File: src/rtl/ext_intr_ctrl.sv
// ============================================================================
// Module   : ext_intr_ctrl
// Brief    : Gateway that turns async device IRQs into a single claimed meip.
// Revision : 1.0
// ============================================================================
`default_nettype none

module ext_intr_ctrl #(
   parameter int NSRC        = 4,
   parameter int SYNC_STAGES = 2
) (
   input  logic            clk,
   input  logic            rst,
   input  logic [NSRC-1:0] irq_in,
   input  logic [NSRC-1:0] edge_mode,
   input  logic [NSRC-1:0] src_en,
   input  logic            intr_ack,
   input  logic            complete,
   output logic            meip,
   output logic [3:0]      claim_id,
   output logic            busy,
   output logic [NSRC-1:0] pending
);

   typedef enum logic [1:0] {
      ST_IDLE    = 2'd0,
      ST_REQ     = 2'd1,
      ST_SERVICE = 2'd2
   } state_e;

   state_e          state_q;
   logic [NSRC-1:0] sync_q [SYNC_STAGES];
   logic [NSRC-1:0] s_w;
   logic [NSRC-1:0] s_d_q;
   logic [NSRC-1:0] pend_q;
   logic [NSRC-1:0] pend_d;
   logic [NSRC-1:0] claim_mask;
   logic [NSRC-1:0] eligible;
   logic [3:0]      winner_id;
   logic [3:0]      claim_q;
   logic            meip_q;
   logic            busy_q;
   logic            ack_take;
   logic            withdraw;

   assign s_w      = sync_q[SYNC_STAGES-1];
   assign eligible = pend_q & src_en;
   assign ack_take = (state_q == ST_REQ) && intr_ack;
   // Ack outranks a same-cycle disable of the claimed source.
   assign withdraw = (state_q == ST_REQ) && !intr_ack && ((claim_mask & src_en) == '0);

   always_comb begin
      winner_id  = '0;
      claim_mask = '0;
      pend_d     = pend_q;
      for (int i = NSRC - 1; i >= 0; i--) begin
         if (eligible[i]) winner_id = 4'(i + 1);
      end
      for (int i = 0; i < NSRC; i++) begin
         claim_mask[i] = (claim_q == 4'(i + 1));
         if (ack_take && claim_mask[i]) pend_d[i] = 1'b0;
         // Level lines are gated while their own claim is outstanding.
         if (edge_mode[i]) begin
            if (s_w[i] && !s_d_q[i]) pend_d[i] = 1'b1;
         end else begin
            if (s_w[i] && !(claim_mask[i] && (state_q != ST_IDLE))) pend_d[i] = 1'b1;
         end
      end
   end

   always_ff @(posedge clk) begin
      if (rst) begin
         for (int k = 0; k < SYNC_STAGES; k++) sync_q[k] <= '0;
      end else begin
         sync_q[0] <= irq_in;
         for (int k = 1; k < SYNC_STAGES; k++) sync_q[k] <= sync_q[k-1];
      end
   end

   always_ff @(posedge clk) begin
      if (rst) begin
         state_q <= ST_IDLE;
         s_d_q   <= '0;
         pend_q  <= '0;
         claim_q <= '0;
         meip_q  <= 1'b0;
         busy_q  <= 1'b0;
      end else begin
         s_d_q  <= s_w;
         pend_q <= pend_d;
         case (state_q)
            ST_IDLE: begin
               claim_q <= winner_id;
               meip_q  <= (winner_id != '0);
               if (winner_id != '0) state_q <= ST_REQ;
            end
            ST_REQ: begin
               if (intr_ack) begin
                  meip_q  <= 1'b0;
                  busy_q  <= 1'b1;
                  state_q <= ST_SERVICE;
               end else if (withdraw) begin
                  meip_q  <= 1'b0;
                  claim_q <= '0;
                  state_q <= ST_IDLE;
               end
            end
            ST_SERVICE: begin
               if (complete) begin
                  busy_q  <= 1'b0;
                  claim_q <= '0;
                  state_q <= ST_IDLE;
               end
            end
            default: begin
               meip_q  <= 1'b0;
               busy_q  <= 1'b0;
               claim_q <= '0;
               state_q <= ST_IDLE;
            end
         endcase
      end
   end

   assign meip     = meip_q;
   assign claim_id = claim_q;
   assign busy     = busy_q;
   assign pending  = pend_q;

endmodule

`default_nettype wire
File: config.mk
export PLATFORM = sky130hd
export DESIGN_NAME = ext_intr_ctrl
export DESIGN_NICKNAME = d
export VERILOG_FILES = /design/src/rtl/ext_intr_ctrl.sv
export SDC_FILE = /design/constraint.sdc
export NUM_CORES = 1
export LEC_CHECK = 0
export BUFFER_PORTS_ARGS = -buffer_cell sky130_fd_sc_hd__buf_2
export CELL_PAD_IN_SITES_DETAIL_PLACEMENT = 2
export CELL_PAD_IN_SITES_GLOBAL_PLACEMENT = 2
export CORE_AREA = 2 2 75 49
export DETAILED_ROUTE_END_ITERATION = 16
export DIE_AREA = 0 0 77 51
export PLACE_DENSITY_LB_ADDON = 0.12
export SETUP_SLACK_MARGIN = 0.3
export SLEW_MARGIN = 20
export SYNTH_ARGS = -nofsm -noshare
export SYNTH_HDL_FRONTEND = slang
export SYNTH_SLANG_ARGS = --single-unit
File: constraint.sdc
create_clock -name clk -period 2.5 [get_ports clk]
set_input_delay 0.125 -clock clk [delete_from_list [all_inputs] [get_ports clk]]
set_output_delay 0.125 -clock clk [all_outputs]
set_load 0.02 [all_outputs]
==> flow_metrics.py, run 1 <==
metrics = {
    "placed_design": {
        "io_buffer_count": 24,
        "dpl.hpwl_mm": 2.07,
        "numPlacedInstances": 170,
        "gp_congestion": 0.742,
    },
    "drt": {
        "ant_nets": 0,
        "drt-vias-per-instance": 4.91,
        "vias": 854,
        "drc": 0,
        "drt_wl_total_mm": 2.73,
        "first_pass_iters": 7,
        "wl_per_cell_um": 15.7,
        "drtIter0Drc": 46,
    },
    "timing": {
        "rsz0062_at_grt": "false",
        "worst_slew_pin_slew_ns": 0.503,
        "skew_ns": 0.00544,
        "post-route-period-util": 0.608,
        "finalMaxSlewViolations": 0,
        "setup_tns_ns": 0,
        "clock.fmax_mhz": 658,
        "relSlewSlack": 0.664,
        "post-route-min-period_ns": 1.52,
        "finalHoldViolCount": 0,
        "setup_viol_count_final": 0,
    },
    "floorplanning": {
        "core_um2": 3360,
        "dieArea_um2": 3930,
        "start_util": 0.294,
        "io_pins": 26,
        "die-height_um": 51,
        "rows": 17,
        "die_w_um": 77,
    },
    "synth": {
        "ys_seq_area_frac": 0.466,
        "syn_area_um2": 988,
        "synthFlopType": "dfxtp_1",
        "yosys_warnings": 0,
        "synth.area.top_cells": "dfxtp_1 (47%), nor2b_1 (10%), a211oi_2 (5.1%), a21oi_1 (5.1%), o311ai_0 (3.5%)",
        "synth_top_area_frac": 0.466,
        "postSynthAreaPerCell_um2": 9.69,
        "syn-num-nets": 118,
        "synth_cell_types": 30,
        "ys_async_sr_fraction": 0,
        "synth_edf_count": 0,
        "synth_seq_cells": 23,
        "synth.largest_area_cell": "dfxtp_1",
        "syn_inst": 102,
    },
    "layout": {
        "fin_cells": 174,
        "syn_to_final_growth_pct": 21.3,
        "drive_gt1_frac": 0.315,
        "final_core_util": 0.357,
        "diodes": 0,
        "nNetsFinal": 144,
    },
    "setup_path": {
        "critical_path_buf_inv_count": 0,
        "critPathLaunch": "claim_id[2]$_SDFFE_PP0P_",
        "reg2reg_from": "claim_id[2]$_SDFFE_PP0P_",
        "crit_end": "state_q[0]$_SDFFE_PP0P_",
        "cp_top_family": "compound AO/OA/AOI/OAI gates",
        "path_class": "reg -> reg",
        "r2r_end": "state_q[0]$_SDFFE_PP0P_",
        "cp-end-kind": "register",
        "ff2ff_path_depth": 4,
        "cp_data_arrival_time_ns": 1.70,
        "cp_num_cells": 4,
        "required_ns": 2.68,
        "cp_cell_sequence": "or3b_4 > o21ai_4 > o21ai_1 > a221oi_2",
        "cp-start-kind": "register",
        "critPathMaxStageDelay_ns": 0.45,
        "slowest_stage": "dfxtp_1",
        "r2r_setup_slack_ns": 0.98,
        "path_max_fanout": 6,
    },
    "flow_run": {
        "maxCapViolations": 0,
    },
    "clocking": {
        "cts_tree": "done",
        "cts.clk_slew.worst_paths_ns": 0.09,
        "post_cts_buffers": 0,
        "cts_sinks": 23,
        "cts-root-buf": "clkbuf_8",
        "clock_path_buffers": 2,
        "numCtsBuffers": 3,
        "cts_hold_buf": 0,
        "htreeDepth": 1,
        "clk_latency_ns": 0.27,
        "post_cts_resized": 0,
    },
    "power": {
        "peakVddDrop_mv": 0.209,
        "p_per_area_nw_per_um2": 621,
        "leakage_nw": 0.447,
    },
    "hold_path": {
        "hp-class": "in -> reg",
    },
    "status": {
        "outcome": "finished clean",
    },
    "global_route": {
        "grt_pass1_vias": 886,
        "grt_start_max_net_pins": 24,
        "antenna_found_initial": 0,
        "track_usage": 0.159,
        "overflow": 0,
        "grt_first_pass_wirelength_mm": 4.67,
    },
}
state kept, by name (all words and copies together), names as in the netlist:
name,cells
busy,1
claim_id,3
meip,1
pending,4
s_d_q,4
state_q,2
sync_q,8
layout make-up:
class,instances,area (µm²)
clock buffer,3,41.3
clock inverter,1,5.00
fill,412,2160
inverter,4,15.0
multi-input combinational,72,498
sequential,23,460
tap,47,58.8
timing repair buffer,24,120
power breakdown:
group	switching, W	internal (W)
sequential	0.0000171	0.000384
clock	0.000123	0.000111
combinational	0.0000640	0.0000443
placed cells by master, fill, tap and decap left out, types with 2 or more instances in the layout:
cell type   n
nor2b_1    16
clkbuf_8    3
nor2_1      6
a32o_1      2
a21oi_1    10
inv_1       3
o21ai_0     5
buf_2      24
dfxtp_1    23
nand2_1     8
o311ai_0    4
a211oi_2    4
metrics by stage:
step	hold slack (ns)	setup slack [ns]	power [W]	instance area, µm²
final	0.0651	0.981	0.000744	1200
after global routing	0.0596	0.887	0.000796	1200
after CTS	0.0574	0.992	0.000757	1200
after detailed placement	0.344	1.04	0.000519	1150
after global placement	0.335	1.06	0.000516	1150
after floorplan	0.197	1.10	0.000476	988
routing by layer:
layer / up-vias / share of wire / routed length [µm] / GRT usage
li1: 416 / - / - / -
met1: 415 / 0.51 / 1390 / 0.220
met3: 5 / 0.045 / 123 / 0.0477
met4: 0 / 0.0091 / 25 / 0.0357
met2: 18 / 0.44 / 1190 / 0.246
met5: - / 0 / 0 / 0
synthesized netlist by cell type (all sizes together), types with 2 or more instances:
library cell	n
o311ai	4
a32o	2
o21ai	8
nand2	8
clkbuf	2
inv	4
dfxtp	23
nor2b	16
nor2	6
a211oi	4
a21oi	10
how the worst min path moves through the flow:
stage	end	from	slack [ns]	cells after the start
after floorplan	s_d_q[0]$_SDFF_PP0_	rst	0.20	1
after global placement	sync_q[0][2]$_SDFF_PP0_	irq_in[2]	0.33	2
after detailed placement	sync_q[0][1]$_SDFF_PP0_	irq_in[1]	0.34	2
after CTS	sync_q[0][1]$_SDFF_PP0_	irq_in[1]	0.06	2
after global routing	sync_q[0][2]$_SDFF_PP0_	irq_in[2]	0.06	2
final	sync_q[0][3]$_SDFF_PP0_	irq_in[3]	0.07	2
logic make-up after synthesis:
logic type             after synthesis  share of synthesized area
other                                1                    0.00379
buffers and inverters                7                     0.0304
DFF                                 23                      0.466
and+or+nand+nor                     38                      0.224
AOI/OAI and AO/OA                   33                      0.276
Power figures use the tool's default switching activity.
==> run 2, diff against run 1 <==
--- a/config.mk
+++ b/config.mk
@@ -8,9 +8,9 @@
 export BUFFER_PORTS_ARGS = -buffer_cell sky130_fd_sc_hd__buf_2
 export CELL_PAD_IN_SITES_DETAIL_PLACEMENT = 2
 export CELL_PAD_IN_SITES_GLOBAL_PLACEMENT = 2
-export CORE_AREA = 2 2 75 49
+export CORE_AREA = 2 2 78 50
 export DETAILED_ROUTE_END_ITERATION = 16
-export DIE_AREA = 0 0 77 51
+export DIE_AREA = 0 0 80 52
 export PLACE_DENSITY_LB_ADDON = 0.12
 export SETUP_SLACK_MARGIN = 0.3
 export SLEW_MARGIN = 20
==> constraint.sdc (replaced) <==
create_clock -name clk -period 1.5 [get_ports clk]
set_input_delay 0.075 -clock clk [delete_from_list [all_inputs] [get_ports clk]]
set_output_delay 0.075 -clock clk [all_outputs]
set_load 0.02 [all_outputs]
==> run 2 against run 1 <==
  * Core utilization is 3.0 points higher
  * Total power is 72% higher
  * Cell count is 6.3% higher
  * Clock-buffer cell count is 1 higher
  * Critical path depth is 1 higher
  * Combinational power is 110% higher
==> flow_metrics.py, run 2 (same netlist as run 1, synthesis figures left out) <==
metrics = {
    "floorplanning": {
        "start_util": 0.283,
        "rows": 17,
        "core_um2": 3490,
        "dieArea_um2": 4160,
        "die-height_um": 52,
        "die_w_um": 80,
        "io_pins": 26,
    },
    "drt": {
        "drt-vias-per-instance": 4.81,
        "drtIter0Drc": 17,
        "wl_per_cell_um": 16.0,
        "drt_wl_total_mm": 2.97,
        "vias": 889,
        "drc": 0,
        "first_pass_iters": 4,
        "ant_nets": 0,
    },
    "power": {
        "p_sw_w": 0.000351,
        "p_int_w": 0.000929,
        "power.share.sequential": 0.519,
        "peakVddDrop_mv": 0.487,
        "leakage_nw": 0.524,
        "pwr-share-clk": 0.300,
        "combPwrFrac": 0.181,
        "switching_share": 0.274,
        "p_per_area_nw_per_um2": 949,
        "total_power_w": 0.00128,
    },
    "setup_path": {
        "cp-end-kind": "register",
        "slowest_stage": "dfxtp_4",
        "cp_cell_sequence": "clkbuf_2 > inv_2 > o31ai_4 > a21oi_1 > a211oi_2",
        "critPathMaxStageDelay_ns": 0.42,
        "required_ns": 1.68,
        "critPathLaunch": "state_q[1]$_SDFFE_PP0P_",
        "path_max_fanout": 6,
        "path_class": "reg -> reg",
        "reg2reg_from": "state_q[1]$_SDFFE_PP0P_",
        "cp-start-kind": "register",
        "cp_data_arrival_time_ns": 1.55,
    },
    "status": {
        "outcome": "finished clean",
    },
    "timing": {
        "rsz0062_at_grt": "true",
        "post-route-period-util": 0.916,
        "setup_tns_ns": 0,
        "skew_ns": 0.00387,
        "clock.fmax_mhz": 728,
        "post-route-min-period_ns": 1.37,
        "finalHoldViolCount": 0,
        "setup_viol_count_final": 0,
        "finalMaxSlewViolations": 0,
    },
    "placed_design": {
        "dpl.hpwl_mm": 2.12,
        "numPlacedInstances": 173,
        "gp_congestion": 0.803,
        "placed_area_um2": 1180,
        "io_buffer_count": 24,
    },
    "clocking": {
        "numCtsBuffers": 3,
        "clock_path_buffers": 2,
        "cts-root-buf": "clkbuf_8",
        "cts_sinks": 23,
        "cts.clk_slew.worst_paths_ns": 0.08,
        "htreeDepth": 1,
        "clk_latency_ns": 0.26,
        "cts_hold_buf": 0,
        "cts_tree": "done",
    },
    "global_route": {
        "grt_use_met2": 0.257,
        "track_usage": 0.159,
        "antenna_found_initial": 0,
        "grt_first_pass_wirelength_mm": 4.77,
        "overflow": 0,
        "top_usage_layer": "met2",
        "grt_pass1_vias": 891,
        "grt_util_met1": 0.210,
        "grt_start_max_net_pins": 24,
        "use_met3": 0.0521,
    },
    "layout": {
        "final_core_util": 0.387,
        "largest_register_ffs": 8,
        "drive_gt1_frac": 0.471,
        "nNetsFinal": 155,
        "fin_cells": 185,
        "diodes": 0,
        "final_cell_mix": "buf_2 (24), dfxtp_1 (16), nor2b_1 (15)",
        "syn_to_final_growth_pct": 36.5,
        "finalInstanceArea_um2": 1350,
        "top_register": "sync_q",
        "final_common_cell": "buf_2",
    },
    "hold_path": {
        "hp-class": "in -> reg",
        "hp-start": "irq_in[1]",
    },
    "flow_run": {
        "maxCapViolations": 0,
    },
}
run 2: cell count changes in the layout (fill, tap and decap cells not counted), sizes merged:
cell / previous run / this run
buf: 24 / 34
clkinv: 1 / 0
clkbuf: 3 / 5
run 2: power by group through the flow:
stage / clock, W / sequential, W / combinational [W]
floorplan: 0 / 0.000689 / 0.000105
global placement: 0 / 0.000677 / 0.000195
detailed placement: 0 / 0.000679 / 0.000197
CTS: 0.000398 / 0.000664 / 0.000221
global route: 0.000427 / 0.000669 / 0.000257
finish: 0.000384 / 0.000665 / 0.000231
run 2: through the flow:
step	hold slack (ns)	setup slack (ns)
after floorplan	0.147	0.224
after detailed placement	0.290	0.0973
after global routing	0.0486	0.0481
after CTS	0.0120	0.156
after global placement	0.282	0.112
final	0.0142	0.126
run 2: final cells by class:
cell class | instances | area (µm²)
fillers | 411 | 2140
multi-input cells | 72 | 551
inverters | 4 | 15.0
flip-flops and latches | 23 | 479
repair buffers | 35 | 200
clock buffers | 4 | 45.0
well taps | 47 | 58.8
run 2: final timing paths:
kind	end	slack (ns)	cells after the start
worst max-delay path	claim_id[0]$_SDFFE_PP0P_	0.13	5
worst min-delay path	sync_q[0][1]$_SDFF_PP0_	0.01	2
worst max register to register	claim_id[0]$_SDFFE_PP0P_	0.13	5
worst min register to register	sync_q[0][6]$_SDFF_PP0_	0.44	1
run 2: repair_timing:
action                                 4_1_cts  5_1_grt
pin swaps                                    1        2
resized for setup                            7       13
setup endpoints to repair                   11        9
endpoints found under the hold margin        0        0
setup buffers                                7        1
run 2: worst max-delay path: cells and delay by family (launching register included):
family          cells  cell delay (ns)
flops               1             0.42
buf+inv             2             0.25
compound gates      3             0.62
run 2: layer usage:
metal  share of wire  up-vias
met5               0        -
met4          0.0047        0
met3           0.042        2
met2            0.46       15
met1            0.49      439
li1                -      433
